--- src/rtl/egress_pkg.sv ---
// Shared types and constants for the egress port.
// Control word layout and FSM state encoding.
package egress_pkg;

  localparam int DATA_W = 16;
  localparam int LEN_W  = 9;
  localparam int PRI_W  = 3;
  localparam int SRC_W  = 4;

  localparam int LEN_LSB = 7;
  localparam int PRI_LSB = 4;
  localparam int SRC_LSB = 0;

  typedef enum logic [2:0] {
    S_IDLE,
    S_SOP,
    S_CTRL,
    S_DATA,
    S_EOP,
    S_GAP
  } state_t;

  function automatic logic [DATA_W-1:0] ctrl_word(
    input logic [LEN_W-1:0] len,
    input logic [PRI_W-1:0] pri,
    input logic [SRC_W-1:0] src
  );
    logic [DATA_W-1:0] w;
    w = '0;
    w[LEN_LSB +: LEN_W] = len;
    w[PRI_LSB +: PRI_W] = pri;
    w[SRC_LSB +: SRC_W] = src;
    return w;
  endfunction

endpackage

--- src/rtl/egress_fifo.sv ---
// Synchronous data FIFO for the egress port.
// Push when full / pop when empty are ignored.
module egress_fifo #(
  parameter int DEPTH = 16,
  parameter int W     = 16
) (
  input  logic                     clk,
  input  logic                     rst_n,
  input  logic                     push,
  input  logic [W-1:0]             din,
  input  logic                     pop,
  output logic [W-1:0]             dout,
  output logic                     full,
  output logic                     empty,
  output logic [$clog2(DEPTH):0]   count
);

  localparam int AW = $clog2(DEPTH);

  logic [W-1:0]  mem [DEPTH];
  logic [AW-1:0] wr_ptr;
  logic [AW-1:0] rd_ptr;
  logic          do_push;
  logic          do_pop;

  assign full    = (count == (AW+1)'(DEPTH));
  assign empty   = (count == '0);
  assign do_push = push && !full;
  assign do_pop  = pop && !empty;
  assign dout    = mem[rd_ptr];

  // storage array, no reset needed
  always_ff @(posedge clk) begin
    if (do_push) mem[wr_ptr] <= din;
  end

  // pointers and occupancy
  always_ff @(posedge clk or negedge rst_n) begin
    if (!rst_n) begin
      wr_ptr <= '0;
      rd_ptr <= '0;
      count  <= '0;
    end else begin
      if (do_push) wr_ptr <= wr_ptr + 1'b1;
      if (do_pop)  rd_ptr <= rd_ptr + 1'b1;
      case ({do_push, do_pop})
        2'b10:   count <= count + 1'b1;
        2'b01:   count <= count - 1'b1;
        default: count <= count;
      endcase
    end
  end

endmodule

--- src/rtl/egress_port.sv ---
// Egress half of a switch port: header + FIFO data out.
// Optional stats counters under EGRESS_STAT_EN.
module egress_port
  import egress_pkg::*;
#(
  parameter int DEPTH       = 16,
  parameter int STOP_MARGIN = 4,
  parameter int IPG         = 2
) (
  input  logic              clk,
  input  logic              rst_n,
  input  logic              pkt_start,
  input  logic [LEN_W-1:0]  pkt_len,
  input  logic [PRI_W-1:0]  pkt_prior,
  input  logic [SRC_W-1:0]  pkt_src,
  output logic              hdr_rdy,
  input  logic              in_vld,
  input  logic [DATA_W-1:0] in_data,
  output logic              xfer_stop,
  input  logic              ready,
  output logic              rd_sop,
  output logic              rd_eop,
  output logic              rd_vld,
  output logic [DATA_W-1:0] rd_data,
  output logic              ovf_err
`ifdef EGRESS_STAT_EN
  ,
  output logic [15:0]       tx_pkt_cnt,
  output logic [31:0]       tx_word_cnt
`endif
);

  localparam int CW = $clog2(DEPTH) + 1;
  localparam int GW = (IPG > 1) ? $clog2(IPG) : 1;
  localparam int GAP_LAST = (IPG > 0) ? IPG - 1 : 0;
  localparam logic [CW-1:0] STOP_LVL =
    CW'(DEPTH - STOP_MARGIN);

  state_t             state;
  state_t             state_nx;
  logic [LEN_W-1:0]   len_q;
  logic [PRI_W-1:0]   pri_q;
  logic [SRC_W-1:0]   src_q;
  logic [LEN_W-1:0]   wcnt;
  logic [LEN_W-1:0]   wcnt_inc;
  logic [GW-1:0]      gcnt;
  logic               gap_done;

  logic               push;
  logic               pop;
  logic               full;
  logic               empty;
  logic [DATA_W-1:0]  dout;
  logic [CW-1:0]      count;

  logic               sop_nx;
  logic               eop_nx;
  logic               vld_nx;
  logic [DATA_W-1:0]  data_nx;

  assign push     = in_vld && !full;
  assign pop      = (state == S_DATA) && ready && !empty;
  assign wcnt_inc = wcnt + 1'b1;
  assign gap_done = (gcnt == GW'(GAP_LAST));

  egress_fifo #(
    .DEPTH (DEPTH),
    .W     (DATA_W)
  ) u_fifo (
    .clk   (clk),
    .rst_n (rst_n),
    .push  (push),
    .din   (in_data),
    .pop   (pop),
    .dout  (dout),
    .full  (full),
    .empty (empty),
    .count (count)
  );

  // state register
  always_ff @(posedge clk or negedge rst_n) begin
    if (!rst_n) state <= S_IDLE;
    else        state <= state_nx;
  end

  // next-state decode
  always_comb begin
    state_nx = state;
    unique case (state)
      S_IDLE: if (pkt_start) state_nx = S_SOP;
      S_SOP:  state_nx = S_CTRL;
      S_CTRL: begin
        if (ready)
          state_nx = (len_q == '0) ? S_EOP : S_DATA;
      end
      S_DATA: begin
        if (pop && wcnt_inc == len_q)
          state_nx = S_EOP;
      end
      S_EOP:  state_nx = (IPG == 0) ? S_IDLE : S_GAP;
      S_GAP:  if (gap_done) state_nx = S_IDLE;
      default: state_nx = S_IDLE;
    endcase
  end

  // next values of the registered egress outputs
  always_comb begin
    sop_nx  = 1'b0;
    eop_nx  = 1'b0;
    vld_nx  = 1'b0;
    data_nx = '0;
    unique case (state)
      S_IDLE: sop_nx = pkt_start;
      S_CTRL: begin
        if (ready) begin
          vld_nx  = 1'b1;
          data_nx = ctrl_word(len_q, pri_q, src_q);
        end
      end
      S_DATA: begin
        if (pop) begin
          vld_nx  = 1'b1;
          data_nx = dout;
        end
      end
      S_EOP:  eop_nx = 1'b1;
      default: ;
    endcase
  end

  // header latch, word and gap counters
  always_ff @(posedge clk or negedge rst_n) begin
    if (!rst_n) begin
      len_q <= '0;
      pri_q <= '0;
      src_q <= '0;
      wcnt  <= '0;
      gcnt  <= '0;
    end else begin
      if (state == S_IDLE && pkt_start) begin
        len_q <= pkt_len;
        pri_q <= pkt_prior;
        src_q <= pkt_src;
      end
      if (state == S_CTRL)  wcnt <= '0;
      else if (pop)         wcnt <= wcnt_inc;
      if (state == S_EOP)      gcnt <= '0;
      else if (state == S_GAP) gcnt <= gcnt + 1'b1;
    end
  end

  // registered outputs and status flags
  always_ff @(posedge clk or negedge rst_n) begin
    if (!rst_n) begin
      rd_sop    <= 1'b0;
      rd_eop    <= 1'b0;
      rd_vld    <= 1'b0;
      rd_data   <= '0;
      hdr_rdy   <= 1'b1;
      xfer_stop <= 1'b0;
      ovf_err   <= 1'b0;
    end else begin
      rd_sop    <= sop_nx;
      rd_eop    <= eop_nx;
      rd_vld    <= vld_nx;
      rd_data   <= data_nx;
      hdr_rdy   <= (state_nx == S_IDLE);
      xfer_stop <= (count >= STOP_LVL);
      if (in_vld && full) ovf_err <= 1'b1;
    end
  end

`ifdef EGRESS_STAT_EN
  // packet and beat statistics, wrapping
  always_ff @(posedge clk or negedge rst_n) begin
    if (!rst_n) begin
      tx_pkt_cnt  <= '0;
      tx_word_cnt <= '0;
    end else begin
      if (eop_nx) tx_pkt_cnt  <= tx_pkt_cnt + 1'b1;
      if (vld_nx) tx_word_cnt <= tx_word_cnt + 1'b1;
    end
  end
`endif

endmodule

--- config.mk ---
export PLATFORM = sky130hd
export DESIGN_NAME = egress_port
export DESIGN_NICKNAME = d
export VERILOG_FILES = /design/src/rtl/egress_pkg.sv /design/src/rtl/egress_fifo.sv /design/src/rtl/egress_port.sv
export SDC_FILE = /design/constraint.sdc
export NUM_CORES = 1
export LEC_CHECK = 0
export CAP_MARGIN = 40
export CORE_MARGIN = 5
export CORE_UTILIZATION = 60
export CTS_CLUSTER_DIAMETER = 50
export DETAILED_ROUTE_END_ITERATION = 12
export GPL_TIMING_DRIVEN = 0
export PLACE_DENSITY = 0.86
export SYNTH_ARGS = -nofsm -noshare
export SYNTH_HDL_FRONTEND = slang
export SYNTH_SLANG_ARGS = --single-unit
export TNS_END_PERCENT = 10
--- constraint.sdc ---
create_clock -name clk -period 4 [get_ports clk]
set_input_delay 0.4 -clock clk [delete_from_list [all_inputs] [get_ports clk]]
set_output_delay 0.4 -clock clk [all_outputs]
set_load 0.01 [all_outputs]
==> results of run 1 <==
==> power groups by stage <==
stage / Sequential [uW] / Combinational, uW / Clock [uW]
6_report: 4410 / 3610 / 3030
5_1_grt: 4450 / 3810 / 3220
4_1_cts: 4410 / 3590 / 3050
3_5_place_dp: 4450 / 3470 / 0
3_3_place_gp: 4430 / 3180 / 0
2_1_floorplan: 4400 / 2250 / 0
==> worst max-delay path: stages (launching register included) <==
cell                       delay [ps]
sky130_fd_sc_hd__dfrtp_1          380
sky130_fd_sc_hd__buf_2            180
sky130_fd_sc_hd__and3b_1          340
sky130_fd_sc_hd__o211ai_2         200
sky130_fd_sc_hd__inv_1            250
sky130_fd_sc_hd__clkbuf_1         440
sky130_fd_sc_hd__ha_1             320
sky130_fd_sc_hd__inv_1            100
sky130_fd_sc_hd__fa_1             410
sky130_fd_sc_hd__nor2b_1          120
sky130_fd_sc_hd__o21ai_0          110
sky130_fd_sc_hd__and3_1           210
sky130_fd_sc_hd__nor3_1           210
sky130_fd_sc_hd__xor2_1           160
==> layout by cell type (no fill, tap or decap), types with 15 or more instances in the layout <==
| cell | n |
|---|---|
| sky130_fd_sc_hd__nand2_1 | 35 |
| sky130_fd_sc_hd__xnor2_1 | 19 |
| sky130_fd_sc_hd__clkbuf_1 | 22 |
| sky130_fd_sc_hd__mux4_2 | 80 |
| sky130_fd_sc_hd__clkbuf_16 | 31 |
| sky130_fd_sc_hd__mux2_2 | 15 |
| sky130_fd_sc_hd__clkdlybuf4s50_1 | 57 |
| sky130_fd_sc_hd__a22o_1 | 16 |
| sky130_fd_sc_hd__dfrtp_1 | 63 |
| sky130_fd_sc_hd__edfxtp_1 | 256 |
| sky130_fd_sc_hd__o21ai_0 | 21 |
==> area by class of cell <==
class                   count  share of cell area
multi-input cells         290               0.220
repair buffers             85              0.0592
flip-flops and latches    320               0.615
well taps                 275              0.0228
clock buffers              41              0.0570
clock inverters            16              0.0138
plain buffers              35             0.00952
inverters                  12             0.00298
==> synthesized netlist by cell type, types with 6 or more instances <==
cell type and n:
sky130_fd_sc_hd__a22o_1 16, sky130_fd_sc_hd__nor2_1 24, sky130_fd_sc_hd__mux2_2 15, sky130_fd_sc_hd__nor3_1 7, sky130_fd_sc_hd__xor2_1 7, sky130_fd_sc_hd__edfxtp_1 256
sky130_fd_sc_hd__ha_1 10, sky130_fd_sc_hd__o21ai_0 21, sky130_fd_sc_hd__buf_1 7, sky130_fd_sc_hd__inv_1 12, sky130_fd_sc_hd__mux4_2 80, sky130_fd_sc_hd__xnor2_1 19
sky130_fd_sc_hd__a21oi_1 6, sky130_fd_sc_hd__dfrtp_1 63, sky130_fd_sc_hd__buf_2 9, sky130_fd_sc_hd__clkbuf_1 18, sky130_fd_sc_hd__nand2_1 35
==> routing by layer <==
| layer | routed length [um] | vias up | share of wire |
|---|---|---|---|
| met5 | 0 | - | 0 |
| met4 | 1040 | 0 | 0.033 |
| met3 | 2770 | 87 | 0.088 |
| met2 | 16500 | 479 | 0.52 |
| met1 | 11200 | 3617 | 0.35 |
| li1 | - | 2866 | - |
==> sequential cells by signal (all words and copies together), names as in the netlist, 4 cells and up <==
name           count
wcnt               9
len_q              9
u_fifo.wr_ptr      4
u_fifo.count       5
rd_data           16
src_q              4
u_fifo.rd_ptr      4
u_fifo.mem       256
==> kinds of logic after synthesis <==
group,after synthesis,share of synthesized area
buffers and inverters,47,0.0148
and+or+nand+nor,98,0.0376
xor gates and xnor gates,27,0.0197
DFF,320,0.729
AOI/OAI and AO/OA,59,0.0335
adders and majority gates,11,0.0114
muxes,95,0.155
==> worst paths after layout <==
path	start	end	slack [ps]	cells past startpoint
max	state[2]	u_fifo.count[4]	490	13
min in group asynchronous	rst_n	ovf_err	460	2
max in group asynchronous	rst_n	hdr_rdy	2840	3
min	pkt_len[4]	len_q[4]	410	3
min reg2reg	ovf_err	ovf_err	470	1
max reg2reg	state[2]	u_fifo.count[4]	490	13
==> through the flow <==
step	utilization	worst slack (ps)	area [sq um]	std cells
after floorplan	-	1170	12800	657
after global placement	0.653	-444	13700	990
after detailed placement	0.669	445	14000	1015
after CTS	0.721	562	15100	1073
after global routing	0.721	363	15100	1074
final	0.721	489	15100	1074
==> flow_results.xml, run 1 <==
<?xml version="1.0" encoding="UTF-8"?>
<metrics>
  <group name="setup_path">
    <metric name="arrival" unit="ps">4010</metric>
    <metric name="critPathRequiredTime" unit="ps">4500</metric>
    <metric name="critPathKind" unit="">reg -&gt; reg</metric>
    <metric name="worstPathMaxFanout" unit="">10</metric>
    <metric name="timing.critical_path.from_type" unit="">register</metric>
    <metric name="critPathCaptureType" unit="">register</metric>
  </group>
  <group name="timing">
    <metric name="totalNegativeSetupSlack" unit="ps">0</metric>
    <metric name="max_clock_freq" unit="MHz">285</metric>
    <metric name="finClkSkew" unit="ps">11.9</metric>
    <metric name="fraction_of_the_cycle_the_final_worst_path_needs" unit="">0.878</metric>
    <metric name="final-setup-viol-count" unit="">0</metric>
    <metric name="rsz0062_at_grt" unit="">false</metric>
    <metric name="tightestPinTransition" unit="ps">967</metric>
    <metric name="final.min_clock_period" unit="ps">3510</metric>
    <metric name="hold_viol" unit="">0</metric>
    <metric name="final_hold_slack" unit="ps">412</metric>
    <metric name="maxSlewHeadroom" unit="">0.355</metric>
    <metric name="slew_violations" unit="">0</metric>
  </group>
  <group name="routing">
    <metric name="detailedRoute.firstIterationViolations" unit="">921</metric>
    <metric name="detail_routed_via_count_per_cell" unit="">6.56</metric>
    <metric name="drt-total-wl" unit="um">31500</metric>
    <metric name="antenna_left" unit="">0</metric>
    <metric name="route.vias.total" unit="">7049</metric>
    <metric name="drt_pass1_iterations" unit="">7</metric>
    <metric name="detail_route.wl_per_cell" unit="um">29.4</metric>
    <metric name="drc" unit="">0</metric>
  </group>
  <group name="final_layout">
    <metric name="fill_cells" unit="">1175</metric>
    <metric name="final_nets" unit="">823</metric>
    <metric name="n_antenna_cell" unit="">0</metric>
    <metric name="post_route_cells_drive_above_1_share" unit="">0.258</metric>
    <metric name="ff_latch_area" unit="sq um">9290</metric>
    <metric name="area_delta_synth_final" unit="%">18.5</metric>
    <metric name="multi_input_area" unit="sq um">3320</metric>
  </group>
  <group name="clocking">
    <metric name="cts_max_path_buffers" unit="">3</metric>
    <metric name="cts_tree" unit="">yes</metric>
    <metric name="clock-root-buffer" unit="">sky130_fd_sc_hd__clkbuf_16</metric>
    <metric name="post-cts-setup-buffers" unit="">0</metric>
    <metric name="cts.reportedPaths.clkPinSlew" unit="ps">60</metric>
    <metric name="numCtsBuffers" unit="">31</metric>
    <metric name="holdBufCountCts" unit="">1</metric>
    <metric name="cts_resized" unit="">0</metric>
    <metric name="ctsHtreeMaxLevel" unit="">1</metric>
    <metric name="cts_num_sinks" unit="">320</metric>
    <metric name="clock_insertion_delay_worst_skew" unit="ps">580</metric>
  </group>
  <group name="synthesis">
    <metric name="ys.flop_type" unit="">sky130_fd_sc_hd__edfxtp_1</metric>
    <metric name="synthDistinctLibCells" unit="">50</metric>
    <metric name="async_flop_share" unit="">0.200</metric>
    <metric name="syn-mean-instance-area" unit="sq um">19.4</metric>
    <metric name="yosys_warnings" unit="">0</metric>
    <metric name="synth_top_cells_by_area" unit="">sky130_fd_sc_hd__edfxtp_1 60%, sky130_fd_sc_hd__mux4_2 14%, sky130_fd_sc_hd__dfrtp_1 12%</metric>
    <metric name="mappedNetlistArea" unit="sq um">12800</metric>
    <metric name="synth_top_cell_by_area" unit="">sky130_fd_sc_hd__edfxtp_1</metric>
    <metric name="synth_top_area_share" unit="">0.603</metric>
    <metric name="synth_edf_count" unit="">256</metric>
    <metric name="synthCells" unit="">657</metric>
    <metric name="syn-num-nets" unit="">705</metric>
    <metric name="synth.ff_latch_count" unit="">320</metric>
    <metric name="yosysSeqAreaShare" unit="">0.729</metric>
  </group>
  <group name="pwr">
    <metric name="total_power" unit="uW">11100</metric>
    <metric name="switching_share" unit="">0.314</metric>
    <metric name="seq_power_share" unit="">0.399</metric>
    <metric name="worst_ir_drop_vdd" unit="V">0.000371</metric>
    <metric name="power.leakage" unit="uW">0.00520</metric>
    <metric name="intPower" unit="uW">7580</metric>
    <metric name="share_clk_of_total_power" unit="">0.274</metric>
    <metric name="powerDensity" unit="nW/um^2">731</metric>
    <metric name="power.switching" unit="uW">3480</metric>
    <metric name="share_comb_of_total_power" unit="">0.327</metric>
  </group>
  <group name="die">
    <metric name="initial_utilization" unit="">0.609</metric>
    <metric name="io_pins" unit="">59</metric>
    <metric name="total_number_of_placement_rows" unit="">53</metric>
    <metric name="core_region_area" unit="sq um">21000</metric>
    <metric name="die_height" unit="um">156</metric>
    <metric name="design.die.area" unit="sq um">24300</metric>
    <metric name="die_w" unit="um">156</metric>
  </group>
  <group name="global_route">
    <metric name="antenna_violations_before_repair" unit="">0</metric>
    <metric name="global_route.usage.met3" unit="">0.0422</metric>
    <metric name="gr-usage-met1" unit="">0.350</metric>
    <metric name="grt_max_degree" unit="">36</metric>
    <metric name="global_route.peak_usage_layer" unit="">met2</metric>
    <metric name="grt_first_pass_wirelength" unit="um">46900</metric>
    <metric name="globalRouteOverflowTotal" unit="">0</metric>
    <metric name="globalRouteTotalUtil" unit="">0.266</metric>
    <metric name="globalRouteMet2Util" unit="">0.468</metric>
    <metric name="first_global_vias" unit="">7251</metric>
  </group>
  <group name="min_path">
    <metric name="min_path_type" unit="">in -&gt; reg</metric>
  </group>
  <group name="placed_design">
    <metric name="numPortBuffers" unit="">58</metric>
    <metric name="hpwl" unit="um">19500</metric>
    <metric name="gp_congestion" unit="">0.932</metric>
  </group>
  <group name="run_status">
    <metric name="status" unit="">complete, no violations</metric>
  </group>
  <group name="run">
    <metric name="max_cap_violations" unit="">0</metric>
  </group>
</metrics>
No activity file was read; power rests on OpenSTA's default activity.
==> inputs of run 2 (changes only) <==
--- a/config.mk
+++ b/config.mk
@@ -6,7 +6,6 @@
 export NUM_CORES = 1
 export LEC_CHECK = 0
 export CAP_MARGIN = 40
-export CORE_MARGIN = 5
 export CORE_UTILIZATION = 60
 export CTS_CLUSTER_DIAMETER = 50
 export DETAILED_ROUTE_END_ITERATION = 12
==> run 2 against run 1 <==
  * Combinational power down 2%
  * First-iteration DRC count is 20% lower
  * Worst setup slack improved by 61 ps
  * Utilization grew 1.3 points
  * Global-route usage increased by 1.9 points
  * Final cell count down 0.19%
  * Total power shrank 1.7%
  * Worst hold slack improved by 24 ps
  * Maximum frequency rose by 1.8%
  * Non-clock buffer count fell by 1
  * Final area fell by 0.17%
  * Critical endpoint unchanged
==> flow_results.xml, run 2 (synthesis gave the netlist of run 1 again) <==
<?xml version="1.0" encoding="UTF-8"?>
<metrics>
  <group name="timing">
    <metric name="final-setup-viol-count" unit="">0</metric>
    <metric name="hold_viol" unit="">0</metric>
    <metric name="fraction_of_the_cycle_the_final_worst_path_needs" unit="">0.863</metric>
    <metric name="tightestPinTransition" unit="ps">963</metric>
    <metric name="final_hold_slack" unit="ps">437</metric>
    <metric name="final.min_clock_period" unit="ps">3450</metric>
    <metric name="slew_violations" unit="">0</metric>
    <metric name="layout_setup_ws" unit="ps">549</metric>
    <metric name="rsz0062_at_grt" unit="">false</metric>
    <metric name="maxSlewHeadroom" unit="">0.358</metric>
    <metric name="max_clock_freq" unit="MHz">290</metric>
    <metric name="finClkSkew" unit="ps">15.0</metric>
  </group>
  <group name="setup_path">
    <metric name="arrival" unit="ps">3870</metric>
    <metric name="list_of_cells_traversed_by_the_critical_path" unit="">or4_1 &gt; o211ai_2 &gt; inv_1 &gt; clkbuf_1 &gt; ha_1 &gt; ha_1 &gt; nor2b_1 &gt; o21ai_0 &gt; a21oi_1 &gt; nor3_1 &gt; xor2_1</metric>
    <metric name="path_common_cell" unit="">sky130_fd_sc_hd__ha_1</metric>
    <metric name="critPathRequiredTime" unit="ps">4420</metric>
    <metric name="worstPathMaxFanout" unit="">10</metric>
    <metric name="critPathKind" unit="">reg -&gt; reg</metric>
    <metric name="critical-path-max-stage-delay" unit="ps">560</metric>
    <metric name="path_delay_family" unit="">simple AND/OR/NAND/NOR gates</metric>
    <metric name="critical_path.n_buffers_inverters" unit="">2</metric>
    <metric name="critPathCaptureType" unit="">register</metric>
    <metric name="timing.critical_path.from_type" unit="">register</metric>
    <metric name="critPathSlowestCell" unit="">sky130_fd_sc_hd__or4_1</metric>
  </group>
  <group name="die">
    <metric name="io_pins" unit="">59</metric>
    <metric name="die_height" unit="um">148</metric>
    <metric name="total_number_of_placement_rows" unit="">52</metric>
    <metric name="initial_utilization" unit="">0.620</metric>
    <metric name="die_w" unit="um">148</metric>
    <metric name="design.die.area" unit="sq um">21800</metric>
    <metric name="core_region_area" unit="sq um">20600</metric>
  </group>
  <group name="placed_design">
    <metric name="number_of_cells_after_detailed_placement" unit="">1008</metric>
    <metric name="hpwl" unit="um">19300</metric>
    <metric name="dpl-instance-area" unit="sq um">14000</metric>
    <metric name="gp_congestion" unit="">0.853</metric>
    <metric name="preCtsSetupSlack" unit="ps">440</metric>
    <metric name="numPortBuffers" unit="">58</metric>
  </group>
  <group name="clocking">
    <metric name="cts_tree" unit="">yes</metric>
    <metric name="cts_num_sinks" unit="">320</metric>
    <metric name="cts_max_path_buffers" unit="">3</metric>
    <metric name="clock_insertion_delay_worst_skew" unit="ps">510</metric>
    <metric name="numCtsBuffers" unit="">34</metric>
    <metric name="clock-root-buffer" unit="">sky130_fd_sc_hd__clkbuf_16</metric>
    <metric name="cts.reportedPaths.clkPinSlew" unit="ps">60</metric>
    <metric name="ctsHtreeMaxLevel" unit="">2</metric>
    <metric name="post-cts-setup-buffers" unit="">0</metric>
  </group>
  <group name="run_status">
    <metric name="status" unit="">complete, no violations</metric>
  </group>
  <group name="final_layout">
    <metric name="n_antenna_cell" unit="">0</metric>
    <metric name="largest_register_ff_count" unit="">256</metric>
    <metric name="design_area" unit="sq um">15100</metric>
    <metric name="reg_top3" unit="">u_fifo.mem x256, rd_data x16</metric>
    <metric name="most_common_library_cell_in_the_layout_ignoring_fill_and_taps" unit="">sky130_fd_sc_hd__edfxtp_1</metric>
    <metric name="final_core_utilization" unit="">0.734</metric>
    <metric name="layout.cells.most_common_list" unit="">256 x sky130_fd_sc_hd__edfxtp_1, 80 x sky130_fd_sc_hd__mux4_2, 63 x sky130_fd_sc_hd__dfrtp_1</metric>
    <metric name="top_register" unit="">u_fifo.mem</metric>
    <metric name="area_delta_synth_final" unit="%">18.3</metric>
    <metric name="final_nets" unit="">825</metric>
    <metric name="post_route_cells_drive_above_1_share" unit="">0.251</metric>
    <metric name="fill_cells" unit="">1171</metric>
    <metric name="layout.cells.non_filler" unit="">1072</metric>
  </group>
  <group name="pwr">
    <metric name="powerDensity" unit="nW/um^2">721</metric>
    <metric name="power.leakage" unit="uW">0.00518</metric>
    <metric name="worst_ir_drop_vdd" unit="V">0.000462</metric>
  </group>
  <group name="routing">
    <metric name="detailedRoute.firstIterationViolations" unit="">739</metric>
    <metric name="antenna_left" unit="">0</metric>
    <metric name="route.vias.total" unit="">6885</metric>
    <metric name="detail_route.wl_per_cell" unit="um">27.5</metric>
    <metric name="drt_pass1_iterations" unit="">5</metric>
    <metric name="drc" unit="">0</metric>
    <metric name="drt-total-wl" unit="um">29500</metric>
    <metric name="detail_routed_via_count_per_cell" unit="">6.42</metric>
  </group>
  <group name="global_route">
    <metric name="grt_first_pass_wirelength" unit="um">43800</metric>
    <metric name="globalRouteOverflowTotal" unit="">0</metric>
    <metric name="first_global_vias" unit="">7267</metric>
    <metric name="globalRouteTotalUtil" unit="">0.285</metric>
    <metric name="antenna_violations_before_repair" unit="">0</metric>
    <metric name="grt_max_degree" unit="">41</metric>
  </group>
  <group name="min_path">
    <metric name="min_path_type" unit="">in -&gt; async</metric>
  </group>
  <group name="run">
    <metric name="max_cap_violations" unit="">0</metric>
  </group>
</metrics>
[run 2: per-layer routing]
layer | part of all wire | global-route usage | wire, um
met5 | 0 | 0 | 0
met4 | 0.040 | 0.132 | 1170
met3 | 0.087 | 0.0611 | 2560
met2 | 0.52 | 0.482 | 15200
met1 | 0.36 | 0.355 | 10500
[run 2: timing repair]
item,4_1_cts,5_1_grt
gates resized for setup,0,0
hold endpoints to repair,24,0
hold buffers,1,0
[run 2: cell type report]
class	instances	area, sq um	area share
well taps	270	338	0.0224
clock inverters	18	135	0.00896
multi-input cells	290	3320	0.220
plain buffers	35	144	0.00954
inverters	12	45.0	0.00299
flip-flops and latches	320	9290	0.616
clock buffers	43	905	0.0600
repair buffers	84	905	0.0600
[run 2: power by group]
group / switching, uW / internal (uW)
Sequential: 279 / 4130
Clock: 1250 / 1680
Combinational: 1880 / 1660
[run 2: path summary, 6_finish.rpt]
path / startpoint / endpoint / slack (ps) / cells past startpoint
worst max-delay path: u_fifo.count[0] / u_fifo.count[4] / 550 / 11
worst min-delay path: rst_n / u_fifo.rd_ptr[3] / 440 / 2
worst max register to register: u_fifo.count[0] / u_fifo.count[4] / 550 / 11
worst min register to register: ovf_err / ovf_err / 470 / 1
max in group asynchronous: rst_n / hdr_rdy / 2890 / 3
min in group clk: ovf_err / ovf_err / 470 / 1
[run 2: per-stage QoR]
step	TNS, ps	power [uW]
after global placement	-20690	7590
after detailed placement	0	7930
after CTS	0	10900
after floorplan	0	6650
after global routing	0	11300
final	0	10900
==> inputs of run 3 (changes only) <==
--- a/config.mk
+++ b/config.mk
@@ -6,12 +6,15 @@
 export NUM_CORES = 1
 export LEC_CHECK = 0
 export CAP_MARGIN = 40
-export CORE_UTILIZATION = 60
+export CELL_PAD_IN_SITES_DETAIL_PLACEMENT = 1
+export CELL_PAD_IN_SITES_GLOBAL_PLACEMENT = 2
+export CORE_UTILIZATION = 46
 export CTS_CLUSTER_DIAMETER = 50
 export DETAILED_ROUTE_END_ITERATION = 12
 export GPL_TIMING_DRIVEN = 0
 export PLACE_DENSITY = 0.86
 export SYNTH_ARGS = -nofsm -noshare
 export SYNTH_HDL_FRONTEND = slang
+export SYNTH_HIERARCHICAL = 1
 export SYNTH_SLANG_ARGS = --single-unit
 export TNS_END_PERCENT = 10
==> run 3 against run 2 <==
  * Flip-flop and latch count unchanged
  * Non-clock buffer count increased by 1
  * Via count increased by 5.6%
  * Sequential share of layout area decreased by 2.8 points
  * Highest routed layer unchanged
==> flow_results.xml, run 3 <==
<?xml version="1.0" encoding="UTF-8"?>
<metrics>
  <group name="placed_design">
    <metric name="hpwl" unit="um">21100</metric>
    <metric name="number_of_cells_after_detailed_placement" unit="">1208</metric>
    <metric name="numPortBuffers" unit="">58</metric>
    <metric name="preCtsSetupSlack" unit="ps">25.1</metric>
    <metric name="gp_congestion" unit="">0.798</metric>
  </group>
  <group name="clocking">
    <metric name="cts_max_path_buffers" unit="">3</metric>
    <metric name="cts_num_sinks" unit="">320</metric>
    <metric name="clock_insertion_delay_worst_skew" unit="ps">520</metric>
    <metric name="post-cts-setup-buffers" unit="">0</metric>
    <metric name="cts.reportedPaths.clkPinSlew" unit="ps">50</metric>
    <metric name="clock-root-buffer" unit="">sky130_fd_sc_hd__clkbuf_16</metric>
    <metric name="numCtsBuffers" unit="">36</metric>
    <metric name="cts_tree" unit="">yes</metric>
    <metric name="ctsHtreeMaxLevel" unit="">2</metric>
    <metric name="cts_resized" unit="">0</metric>
  </group>
  <group name="timing">
    <metric name="finClkSkew" unit="ps">16.8</metric>
    <metric name="final-setup-viol-count" unit="">0</metric>
    <metric name="slew_violations" unit="">0</metric>
    <metric name="rsz0062_at_grt" unit="">false</metric>
    <metric name="fraction_of_the_cycle_the_final_worst_path_needs" unit="">0.924</metric>
    <metric name="layout_setup_ws" unit="ps">304</metric>
    <metric name="hold_viol" unit="">0</metric>
    <metric name="totalNegativeSetupSlack" unit="ps">0</metric>
    <metric name="max_clock_freq" unit="MHz">271</metric>
    <metric name="tightestPinTransition" unit="ps">841</metric>
    <metric name="maxSlewHeadroom" unit="">0.436</metric>
    <metric name="final.min_clock_period" unit="ps">3700</metric>
  </group>
  <group name="final_layout">
    <metric name="largest_register_ff_count" unit="">256</metric>
    <metric name="n_antenna_cell" unit="">0</metric>
    <metric name="area_delta_synth_final" unit="%">19.0</metric>
    <metric name="final_nets" unit="">917</metric>
    <metric name="most_common_library_cell_in_the_layout_ignoring_fill_and_taps" unit="">sky130_fd_sc_hd__edfxtp_1</metric>
    <metric name="layout.cells.non_filler" unit="">1272</metric>
    <metric name="layout.cells.most_common_list" unit="">256 x sky130_fd_sc_hd__edfxtp_1, 65 x sky130_fd_sc_hd__mux2i_1, 63 x sky130_fd_sc_hd__dfrtp_1</metric>
    <metric name="reg_top3" unit="">u_fifo/mem x256, rd_data x16</metric>
    <metric name="post_route_cells_drive_above_1_share" unit="">0.245</metric>
    <metric name="top_register" unit="">u_fifo/mem</metric>
  </group>
  <group name="synthesis">
    <metric name="ys.flop_type" unit="">sky130_fd_sc_hd__edfxtp_1</metric>
    <metric name="yosysSeqAreaShare" unit="">0.699</metric>
    <metric name="async_flop_share" unit="">0.200</metric>
    <metric name="synth_commonest_cells" unit="">256 x sky130_fd_sc_hd__edfxtp_1, 65 x sky130_fd_sc_hd__mux2i_1, 63 x sky130_fd_sc_hd__dfrtp_1</metric>
    <metric name="yosys_warnings" unit="">6</metric>
    <metric name="synth_top_area_share" unit="">0.579</metric>
    <metric name="syn-num-nets" unit="">803</metric>
    <metric name="synth_most_common_cell" unit="">sky130_fd_sc_hd__edfxtp_1</metric>
    <metric name="synthDistinctLibCells" unit="">65</metric>
    <metric name="mappedNetlistArea" unit="sq um">13300</metric>
    <metric name="syn-mean-instance-area" unit="sq um">17.6</metric>
    <metric name="synth_top_cell_by_area" unit="">sky130_fd_sc_hd__edfxtp_1</metric>
    <metric name="synth_edf_count" unit="">256</metric>
    <metric name="synth_top_cells_by_area" unit="">sky130_fd_sc_hd__edfxtp_1 58%, sky130_fd_sc_hd__dfrtp_1 12%, sky130_fd_sc_hd__mux4_2 5.4%</metric>
    <metric name="synthCells" unit="">755</metric>
    <metric name="synth.ff_latch_count" unit="">320</metric>
  </group>
  <group name="global_route">
    <metric name="grt_first_pass_wirelength" unit="um">48000</metric>
    <metric name="antenna_violations_before_repair" unit="">0</metric>
    <metric name="globalRouteTotalUtil" unit="">0.224</metric>
    <metric name="first_global_vias" unit="">7835</metric>
    <metric name="grt_max_degree" unit="">65</metric>
    <metric name="globalRouteOverflowTotal" unit="">0</metric>
  </group>
  <group name="setup_path">
    <metric name="critical-path-max-stage-delay" unit="ps">420</metric>
    <metric name="critical_path.n_buffers_inverters" unit="">5</metric>
    <metric name="critPathSlowestCell" unit="">sky130_fd_sc_hd__dfrtp_1</metric>
    <metric name="path_delay_family" unit="">simple AND/OR/NAND/NOR gates</metric>
    <metric name="timing.critical_path.from_type" unit="">register</metric>
    <metric name="path_common_cell" unit="">sky130_fd_sc_hd__buf_2</metric>
    <metric name="arrival" unit="ps">4100</metric>
    <metric name="critPathKind" unit="">reg -&gt; reg</metric>
    <metric name="critPathRequiredTime" unit="ps">4400</metric>
    <metric name="worstPathMaxFanout" unit="">10</metric>
    <metric name="list_of_cells_traversed_by_the_critical_path" unit="">nor4_2 &gt; and2b_1 &gt; or3_1 &gt; buf_2 &gt; clkinv_2 &gt; buf_2 &gt; nor2b_1 &gt; buf_2 &gt; ha_1 &gt; inv_1 &gt; fa_1 &gt; nor2b_1 &gt; o21ai_1 &gt; nand3_1 &gt; or3b_1 &gt; xnor2_1</metric>
    <metric name="critPathCaptureType" unit="">register</metric>
  </group>
  <group name="routing">
    <metric name="detailedRoute.firstIterationViolations" unit="">476</metric>
    <metric name="route.vias.total" unit="">7268</metric>
    <metric name="antenna_left" unit="">0</metric>
    <metric name="detail_routed_via_count_per_cell" unit="">5.71</metric>
    <metric name="drc" unit="">0</metric>
    <metric name="drt_pass1_iterations" unit="">5</metric>
    <metric name="detail_route.wl_per_cell" unit="um">24.7</metric>
    <metric name="drt-total-wl" unit="um">31400</metric>
  </group>
  <group name="run_status">
    <metric name="status" unit="">complete, no violations</metric>
  </group>
  <group name="die">
    <metric name="core_region_area" unit="sq um">28100</metric>
    <metric name="total_number_of_placement_rows" unit="">61</metric>
    <metric name="die_height" unit="um">172</metric>
    <metric name="io_pins" unit="">59</metric>
    <metric name="design.die.area" unit="sq um">29600</metric>
    <metric name="die_w" unit="um">172</metric>
    <metric name="initial_utilization" unit="">0.473</metric>
  </group>
  <group name="run">
    <metric name="max_cap_violations" unit="">0</metric>
  </group>
  <group name="pwr">
    <metric name="intPower" unit="uW">7800</metric>
    <metric name="switching_share" unit="">0.329</metric>
    <metric name="power.leakage" unit="uW">0.00569</metric>
    <metric name="power.switching" unit="uW">3830</metric>
    <metric name="powerDensity" unit="nW/um^2">735</metric>
    <metric name="seq_power_share" unit="">0.376</metric>
    <metric name="worst_ir_drop_vdd" unit="V">0.000398</metric>
    <metric name="share_clk_of_total_power" unit="">0.276</metric>
    <metric name="share_comb_of_total_power" unit="">0.348</metric>
  </group>
  <group name="min_path">
    <metric name="min_path_type" unit="">reg -&gt; reg</metric>
  </group>
</metrics>
[run 3: cell count changes in the layout (fill, tap and decap cells not counted), moves of 5 or more]
| cell | delta |
|---|---|
| sky130_fd_sc_hd__buf_1 | -5 |
| sky130_fd_sc_hd__mux4_2 | -48 |
| sky130_fd_sc_hd__buf_6 | +6 |
| sky130_fd_sc_hd__a221oi_2 | +29 |
| sky130_fd_sc_hd__mux2i_1 | +65 |
| sky130_fd_sc_hd__xnor2_1 | -7 |
| sky130_fd_sc_hd__buf_4 | +5 |
| sky130_fd_sc_hd__clkbuf_1 | -8 |
| sky130_fd_sc_hd__a22oi_1 | +16 |
| sky130_fd_sc_hd__o21ai_0 | +8 |
[run 3: power by group through the flow]
| stage | logic, uW | registers (uW) | clock network [uW] |
|---|---|---|---|
| after CTS | 4050 | 4370 | 3280 |
| after global routing | 4330 | 4410 | 3390 |
| final | 4050 | 4370 | 3210 |
| after floorplan | 2670 | 4400 | 0 |
| after global placement | 3810 | 4410 | 0 |
| after detailed placement | 4010 | 4430 | 0 |
[run 3: logic make-up (layout without fill, tap and decap cells)]
family          after synthesis  in the layout  synth area share
flops                       320            320             0.699
compound gates              120            120            0.0811
mux                         114            114             0.118
simple gates                111            111            0.0439
buf+inv                      57            196            0.0313
xor+xnor                     22             22            0.0157
fa+ha+maj                    11             11            0.0109
[run 3: path summary, 6_finish.rpt]
kind	end	from	cells past startpoint	slack, ps
setup / recovery	u_fifo/count[4]	u_fifo/count[0]	16	300
hold / removal	ovf_err	ovf_err	1	470
setup reg to reg	u_fifo/count[4]	u_fifo/count[0]	16	300
hold reg to reg	ovf_err	ovf_err	1	470
max in group asynchronous	rd_data[8]	rst_n	2	2930
min in group asynchronous	u_fifo/rd_ptr[3]	rst_n	2	540
[run 3: stage by stage]
step                       util  cell area (sq um)  power (uW)  hold WS [ps]
after floorplan               -              13300        7070           104
after global placement    0.511              14300        8230           443
after detailed placement  0.522              14700        8440           452
after CTS                 0.563              15800       11700           471
after global routing      0.563              15800       12100           483
final                     0.563              15800       11600           473
[run 3: area by class of cell]
class,instances,area (sq um)
clock buffers,48,977
multi-input cells,378,3630
clock inverters,15,169
repair buffers,76,856
plain buffers,44,365
flip-flops and latches,320,9290
fillers,2563,12300
inverters,13,50.0
well taps,378,473
[run 3: repair_timing]
item | 4_1_cts | 5_1_grt
hold buffers | 1 | 0
setup endpoints to repair | 0 | 0
hold endpoints to repair | 6 | 0
[run 3: metal layers]
metal | vias up | wire length [um] | global-route usage
li1 | 3207 | - | -
met1 | 3797 | 13700 | 0.300
met2 | 218 | 15500 | 0.374
met3 | 46 | 1610 | 0.0396
met4 | 0 | 615 | 0.0650
met5 | - | 0 | 0
